## config.mk

```make
export PLATFORM = sky130hd
export DESIGN_NAME = nphy_toggle_physical_output_ddr100
export DESIGN_NICKNAME = d
export VERILOG_FILES = /design/src/rtl/nphy_toggle_physical_output_ddr100.sv
export SDC_FILE = /design/constraint.sdc
export NUM_CORES = 1
export LEC_CHECK = 0
export BUFFER_PORTS_ARGS = -buffer_cell sky130_fd_sc_hd__buf_2
export CAP_MARGIN = 5
export CORE_MARGIN = 10
export CORE_UTILIZATION = 30
export CTS_CLUSTER_DIAMETER = 50
export DETAILED_ROUTE_END_ITERATION = 10
export PLACE_DENSITY_LB_ADDON = 0.05
export SLEW_MARGIN = 10
export SYNTH_ARGS = -nofsm -noshare
export SYNTH_HDL_FRONTEND = slang
export SYNTH_SLANG_ARGS = --single-unit
```

## constraint.sdc

```tcl
create_clock -name iSystemClock -period 3.5 [get_ports iSystemClock]
set_input_delay 0.525 -clock iSystemClock [delete_from_list [all_inputs] [get_ports iSystemClock]]
set_output_delay 0.525 -clock iSystemClock [all_outputs]
set_load 0.01 [all_outputs]
```

## src/rtl/nphy_toggle_physical_output_ddr100.sv

```systemverilog
// ---------------------------------------------------------------------------
// nphy_toggle_physical_output_ddr100
//
// Write-path PHY for a toggle-mode NAND interface. This block is the transmit
// counterpart of the DQS-captured DDR input PHY. It takes 32-bit words from the
// channel controller into a small FIFO and serialises them to the NAND at one
// byte per clock.
//
// iSystemClock runs at twice the DQS toggle rate. A 200 MHz clock therefore
// produces a 100 MHz DQS with DDR data. DQS leaves this block edge-aligned to
// DQ. The 90-degree shift that centre-aligns DQS is done by the pad delay
// outside this block.
//
// Burst shape on the pads:
//   PREAMBLE  : both OEs on, DQS low, for PreambleCycles clocks. The preamble
//               stretches while no data is available.
//   DATA      : one byte per clock. DQS is high on even beats and low on odd
//               beats.
//   POSTAMBLE : DQS low and DQ holding the last byte, for PostambleCycles
//               clocks. After that both OEs drop and oPO_Done pulses.
//
// Parameters
//   FifoDepthLog2    FIFO depth is 2**FifoDepthLog2 words of 32 bit
//   PreambleCycles   DQS-low clocks before the first rising edge (1..15)
//   PostambleCycles  DQS-low clocks after the last falling edge  (1..15)
//
// Ports
//   iSystemClock     single clock for all logic
//   iModuleReset_n   asynchronous, active-low reset
//   iPO_Start        one-cycle burst start pulse; sampled only in IDLE
//   iPO_ByteCount    burst length in bytes; the LSB is ignored
//   iPO_Flush        clears the FIFO; honoured only in IDLE
//   iPO_Data         write word; [7:0] is sent first and [31:24] last
//   iPO_Valid        iPO_Data is valid
//   oPO_Ready        FIFO is not full
//   oPO_Busy         a burst is in progress
//   oPO_Done         one-cycle pulse when the burst returns to IDLE
//   oPO_Stall        the burst is paused waiting for FIFO data
//   oDQToNAND        DQ to the pad
//   oDQOE            DQ output enable
//   oDQSToNAND       DQS to the pad
//   oDQSOE           DQS output enable
// ---------------------------------------------------------------------------
module nphy_toggle_physical_output_ddr100 #(
   parameter int FifoDepthLog2   = 2,
   parameter int PreambleCycles  = 2,
   parameter int PostambleCycles = 2
) (
   input  logic        iSystemClock,
   input  logic        iModuleReset_n,
   input  logic        iPO_Start,
   input  logic [15:0] iPO_ByteCount,
   input  logic        iPO_Flush,
   input  logic [31:0] iPO_Data,
   input  logic        iPO_Valid,
   output logic        oPO_Ready,
   output logic        oPO_Busy,
   output logic        oPO_Done,
   output logic        oPO_Stall,
   output logic [7:0]  oDQToNAND,
   output logic        oDQOE,
   output logic        oDQSToNAND,
   output logic        oDQSOE
);

   localparam int                       FifoDepth  = 1 << FifoDepthLog2;
   localparam logic [FifoDepthLog2:0]   cFifoFull  = (FifoDepthLog2+1)'(FifoDepth);
   localparam logic [FifoDepthLog2:0]   cCountOne  = (FifoDepthLog2+1)'(1);
   localparam logic [FifoDepthLog2-1:0] cPtrOne    = (FifoDepthLog2)'(1);
   localparam logic [3:0]               cPreamble  = 4'(PreambleCycles);
   localparam logic [3:0]               cPostamble = 4'(PostambleCycles);

   typedef enum logic [1:0] {
      sIdle,
      sPreamble,
      sData,
      sPostamble
   } tPhyState;

   // -----------------------------------------------------------------------
   // Byte lane selection within the current word
   // -----------------------------------------------------------------------
   function automatic logic [7:0] selectByte(input logic [31:0] word,
                                             input logic [1:0]  lane);
      logic [7:0] result;
      case (lane)
         2'd0:    result = word[7:0];
         2'd1:    result = word[15:8];
         2'd2:    result = word[23:16];
         default: result = word[31:24];
      endcase
      return result;
   endfunction

   // -----------------------------------------------------------------------
   // Write-data FIFO
   // -----------------------------------------------------------------------
   logic [31:0]              rFifoMem [FifoDepth];
   logic [FifoDepthLog2-1:0] rWritePtr;
   logic [FifoDepthLog2-1:0] rReadPtr;
   logic [FifoDepthLog2:0]   rFifoCount;
   logic                     rReadyEnable;

   logic                     wFifoFull;
   logic                     wFifoEmpty;
   logic                     wFlush;
   logic                     wPush;
   logic                     wPop;
   logic                     wWordAvailable;
   logic [31:0]              wHeadWord;

   tPhyState                 rState;
   tPhyState                 wNextState;

   assign wFifoFull  = (rFifoCount == cFifoFull);
   assign wFifoEmpty = (rFifoCount == '0);

   // Ready stays low through reset and rises on the first clock after release.
   assign oPO_Ready  = rReadyEnable & ~wFifoFull;
   assign wFlush     = iPO_Flush & (rState == sIdle);
   assign wPush      = iPO_Valid & oPO_Ready & ~wFlush;

   // A word arriving while the FIFO is empty is forwarded straight into the
   // DQ register. The burst then resumes on the cycle after the push. Both
   // pointers advance together in that case, so the FIFO stays empty.
   assign wWordAvailable = ~wFifoEmpty | wPush;
   assign wHeadWord      = wFifoEmpty ? iPO_Data : rFifoMem[rReadPtr];

   always_ff @(posedge iSystemClock or negedge iModuleReset_n) begin
      if (!iModuleReset_n) begin
         rWritePtr    <= '0;
         rReadPtr     <= '0;
         rFifoCount   <= '0;
         rReadyEnable <= 1'b0;
      end else begin
         rReadyEnable <= 1'b1;
         if (wFlush) begin
            rWritePtr  <= '0;
            rReadPtr   <= '0;
            rFifoCount <= '0;
         end else begin
            if (wPush) begin
               rWritePtr <= rWritePtr + cPtrOne;
            end
            if (wPop) begin
               rReadPtr <= rReadPtr + cPtrOne;
            end
            case ({wPush, wPop})
               2'b10:   rFifoCount <= rFifoCount + cCountOne;
               2'b01:   rFifoCount <= rFifoCount - cCountOne;
               default: rFifoCount <= rFifoCount;
            endcase
         end
      end
   end

   always_ff @(posedge iSystemClock) begin
      if (wPush) begin
         rFifoMem[rWritePtr] <= iPO_Data;
      end
   end

   // -----------------------------------------------------------------------
   // Burst sequencer
   // -----------------------------------------------------------------------
   logic [15:0] rByteCount;
   logic [15:0] wNextByteCount;
   logic [15:0] rBeatCount;       // beats already driven in this burst
   logic [15:0] wNextBeatCount;
   logic [3:0]  rAmbleCount;      // pre/postamble clocks already driven
   logic [3:0]  wNextAmbleCount;
   logic [31:0] rCurrentWord;
   logic [31:0] wNextCurrentWord;
   logic [15:0] wStartLength;

   logic [7:0]  rDQ;
   logic [7:0]  wNextDQ;
   logic        rDQS;
   logic        wNextDQS;
   logic        rOutputEnable;
   logic        wNextOutputEnable;
   logic        rDone;
   logic        wNextDone;
   logic        rStall;
   logic        wNextStall;

   // Clearing the LSB rounds the length down to an even number of bytes.
   assign wStartLength = iPO_ByteCount & 16'hFFFE;

   always_comb begin
      wNextState        = rState;
      wNextByteCount    = rByteCount;
      wNextBeatCount    = rBeatCount;
      wNextAmbleCount   = rAmbleCount;
      wNextCurrentWord  = rCurrentWord;
      wNextDQ           = rDQ;
      wNextDQS          = 1'b0;
      wNextOutputEnable = 1'b0;
      wNextDone         = 1'b0;
      wNextStall        = 1'b0;
      wPop              = 1'b0;

      case (rState)
         sIdle: begin
            wNextDQ = 8'h00;
            if (iPO_Start) begin
               if (wStartLength == 16'd0) begin
                  wNextDone = 1'b1;
               end else begin
                  wNextState        = sPreamble;
                  wNextByteCount    = wStartLength;
                  wNextBeatCount    = 16'd0;
                  wNextAmbleCount   = 4'd1;
                  wNextOutputEnable = 1'b1;
               end
            end
         end

         sPreamble: begin
            wNextOutputEnable = 1'b1;
            wNextDQ           = 8'h00;
            if (rAmbleCount >= cPreamble) begin
               // The minimum preamble is done. Start data, or stretch the
               // preamble while the FIFO has nothing to send.
               if (wWordAvailable) begin
                  wPop             = 1'b1;
                  wNextCurrentWord = wHeadWord;
                  wNextDQ          = wHeadWord[7:0];
                  wNextDQS         = 1'b1;
                  wNextBeatCount   = 16'd1;
                  wNextState       = sData;
               end else begin
                  wNextStall = 1'b1;
               end
            end else begin
               wNextAmbleCount = rAmbleCount + 4'd1;
            end
         end

         sData: begin
            wNextOutputEnable = 1'b1;
            if (rBeatCount == rByteCount) begin
               // The last beat was odd, so DQS is already low here.
               wNextState      = sPostamble;
               wNextAmbleCount = 4'd1;
            end else if (rBeatCount[1:0] == 2'd0) begin
               if (wWordAvailable) begin
                  wPop             = 1'b1;
                  wNextCurrentWord = wHeadWord;
                  wNextDQ          = wHeadWord[7:0];
                  wNextDQS         = 1'b1;
                  wNextBeatCount   = rBeatCount + 16'd1;
               end else begin
                  // Underrun: DQS is held low and DQ keeps byte3.
                  wNextStall = 1'b1;
               end
            end else begin
               wNextDQ        = selectByte(rCurrentWord, rBeatCount[1:0]);
               wNextDQS       = ~rBeatCount[0];
               wNextBeatCount = rBeatCount + 16'd1;
            end
         end

         sPostamble: begin
            if (rAmbleCount >= cPostamble) begin
               wNextState = sIdle;
               wNextDone  = 1'b1;
               wNextDQ    = 8'h00;
            end else begin
               wNextOutputEnable = 1'b1;
               wNextAmbleCount   = rAmbleCount + 4'd1;
            end
         end

         default: begin
            wNextState = sIdle;
            wNextDQ    = 8'h00;
         end
      endcase
   end

   always_ff @(posedge iSystemClock or negedge iModuleReset_n) begin
      if (!iModuleReset_n) begin
         rState        <= sIdle;
         rByteCount    <= 16'd0;
         rBeatCount    <= 16'd0;
         rAmbleCount   <= 4'd0;
         rDQ           <= 8'h00;
         rDQS          <= 1'b0;
         rOutputEnable <= 1'b0;
         rDone         <= 1'b0;
         rStall        <= 1'b0;
      end else begin
         rState        <= wNextState;
         rByteCount    <= wNextByteCount;
         rBeatCount    <= wNextBeatCount;
         rAmbleCount   <= wNextAmbleCount;
         rDQ           <= wNextDQ;
         rDQS          <= wNextDQS;
         rOutputEnable <= wNextOutputEnable;
         rDone         <= wNextDone;
         rStall        <= wNextStall;
      end
   end

   always_ff @(posedge iSystemClock) begin
      rCurrentWord <= wNextCurrentWord;
   end

   // -----------------------------------------------------------------------
   // Outputs (all pad signals come straight from flops)
   // -----------------------------------------------------------------------
   assign oDQToNAND  = rDQ;
   assign oDQOE      = rOutputEnable;
   assign oDQSToNAND = rDQS;
   assign oDQSOE     = rOutputEnable;
   assign oPO_Done   = rDone;
   assign oPO_Stall  = rStall;
   assign oPO_Busy   = (rState != sIdle);

endmodule

```

==> metrics.txt <==
Slew Limit Headroom 39.2%; most frequent cell after synthesis edfxtp_1; crit-path max FO 9; Slew Viols, Final 0; ratio of cells with drive above 1 in the final layout 31.3%; hpwl dp 15,300 µm; post-CTS setup buffer count 0; Antenna Violating Nets Remaining 0; type of the most critical hold path input port to async pin; dominant cell type by area after synthesis edfxtp_1; status finished, violations left; vias in the first global route 5,941; synthesized area per cell 15.3 µm²; Clock H-tree levels 1; I/O pin cnt 68; Synth area leaders edfxtp_1 (49%), dfrtp_1 (15%), mux4_2 (7.7%); Post-CTS Hold Fix Bufs 0; Post-Syn Area 0.00938 mm²; initial antenna violation count 0; Final Critical Period 3.04 ns; Filler Cell Count 2,947; critical path capture point type flip-flop; post-CTS sizing 0; Core Area 0.0307 mm²; Global Route Usage Sum 12.2%; CP Class flip-flop to flip-flop; largest net degree at the start of global routing 33; CTS tree yes; RSZ-0062 raised after global routing false; pwr/cell area 873 mW/mm²; failing checks negative hold slack; top cells by count, synth edfxtp_1 (152), dfrtp_1 (57), nand2_1 (45); Pre-Repair DR Iteration Count 4; clk_skew 0.0144 ns; R2R Setup Slk 0.46 ns; Die H 197 µm; width of the die 197 µm; leak pwr 4.25 nW; fmax 329 MHz; sequential share of the synthesized area 63.8%; number of vias per cell 4.92; Total Wirelength 23,500 µm; fin nets 767; max cap viols 0; dpl ws 0.455 ns; asr flop ratio synth 27.3%; FF-to-FF path depth 11; Yosys warning count 0; Mapped Nets 683; worst r2r src rBeatCount[10]; Post-synth EDFFs 152; Critical Path Start Type flip-flop; CP arrival 3.47 ns; Final Setup Violations 0; IO buf count 66; Post-route DRC 0; Slew @ Worst Pin 0.912 ns; R2R Path End rFifoCount[2]; worst endpoint required time 3.93 ns; final worst-path setup slack 0.458 ns; Post-synth top flop edfxtp_1; CTS Buf Count 30; total number of vias 5,499; # diodes 0; register bit total from synthesis 209; synth unique cells 63; setup TNS 0 ns; Rows 64; Initial Util 30.5%; final hold violation count 12; routed len/inst 21.0 µm; worst vdd ir 0.377 mV; global placement routability congestion 0.786; Clock Path Buffers 3; area share of the largest cell type after synthesis 48.6%; CTS root buf clkbuf_16; final worst-path cycle share 86.9%; Clock Latency Late Sink 0.56 ns; DRT iter0 DRCs 278; Worst-path clk slew 0.05 ns; die area 0.0387 mm²; Hold Slack -0.0175 ns; synthesized instance count 613; global-route congestion overflow total 0; synthesis-to-layout area growth 20.0%; CTS sink count 209; first-pass GRT wire length 36,400 µm
-- final cells by class --
class | count | area (µm²) | area share, %
flip-flops and latches | 209 | 5990 | 53.2
repair buffers | 86 | 480 | 4.27
clock inverters | 15 | 241 | 2.14
inverters | 23 | 86.3 | 0.767
multi-input cells | 347 | 3130 | 27.8
well taps | 396 | 495 | 4.40
clock buffers | 41 | 832 | 7.39
-- sequential cells by signal, summed over array words and instances, names as in the netlist, 3 cells and up --
name / cells
rFifoMem: 128
rCurrentWord: 24
oDQToNAND: 8
rByteCount: 15
rFifoCount: 3
rAmbleCount: 4
rBeatCount: 16
-- worst max path at each step --
| stage | slack (ns) | endpoint | cells past startpoint | startpoint |
|---|---|---|---|---|
| after floorplan | 0.07 | rCurrentWord[10] | 6 | rBeatCount[6] |
| after global placement | 0.44 | rFifoCount[2] | 11 | rBeatCount[10] |
| after detailed placement | 0.45 | rFifoCount[2] | 11 | rBeatCount[10] |
| after CTS | 0.43 | rFifoCount[2] | 11 | rBeatCount[10] |
| after global routing | 0.22 | rFifoCount[2] | 11 | rBeatCount[10] |
| final | 0.46 | rFifoCount[2] | 11 | rBeatCount[10] |
-- report_power, final --
group	internal (mW)	total [mW]	switching (mW)	leakage, nW
registers	3.27	3.58	0.311	2.12
clock network	2.04	3.17	1.13	0.518
logic	1.28	3.08	1.80	1.61
total	6.59	9.83	3.24	4.25
-- worst max-delay path, stage by stage (launching register included) --
cell	delay, ns
dfrtp_1	0.48
xor2_1	0.23
nor4_4	0.38
nand4_4	0.16
a21o_1	0.24
nand2_1	0.18
a21oi_1	0.08
fa_1	0.42
o311ai_0	0.10
o21ai_0	0.14
a21oi_1	0.17
mux2_1	0.34
-- routing by layer --
layer,wire length (µm),share of wire (%),track usage (%)
met3,921,3.9,2.18
met4,344,1.5,2.99
met5,0,0,0
met1,11200,48,16.8
met2,11000,47,19.4
-- placed cells by master, fill, tap and decap left out, types with 6 or more instances in the layout --
| master | synthesis | routed |
|---|---|---|
| mux2i_1 | 23 | 23 |
| xor2_1 | 15 | 15 |
| nand3_1 | 11 | 11 |
| inv_1 | 22 | 22 |
| and2_1 | 6 | 6 |
| buf_4 | 3 | 20 |
| nand2_1 | 45 | 45 |
| o22ai_1 | 8 | 8 |
| clkbuf_1 | 13 | 7 |
| nand4_1 | 6 | 6 |
| a22oi_1 | 9 | 9 |
| clkbuf_16 | 0 | 30 |
| nor2_1 | 18 | 18 |
| ha_1 | 16 | 16 |
| mux2_2 | 39 | 39 |
| o21ai_0 | 20 | 20 |
| edfxtp_1 | 152 | 152 |
| mux4_2 | 32 | 32 |
| a21oi_1 | 15 | 15 |
| dfrtp_1 | 57 | 56 |
| buf_2 | 12 | 66 |
-- per-stage QoR --
| step | total power [mW] | util, % | instance area (µm²) | instances |
|---|---|---|---|---|
| floorplan | 5.75 | - | 9380 | 613 |
| global placement | 6.74 | 33.1 | 10200 | 1061 |
| detailed placement | 6.76 | 33.1 | 10200 | 1061 |
| CTS | 10.0 | 36.6 | 11300 | 1117 |
| global route | 10.5 | 36.6 | 11300 | 1117 |
| finish | 9.83 | 36.6 | 11300 | 1117 |
-- logic make-up after synthesis --
family | share of synthesized area [%]
fa+ha+maj | 2.35
simple gates | 7.29
buf+inv | 2.96
xor+xnor | 1.59
other cells | 0.0400
compound gates | 6.99
flops | 63.8
mux | 14.9
Note: power is estimated with default switching activity, not from simulation.
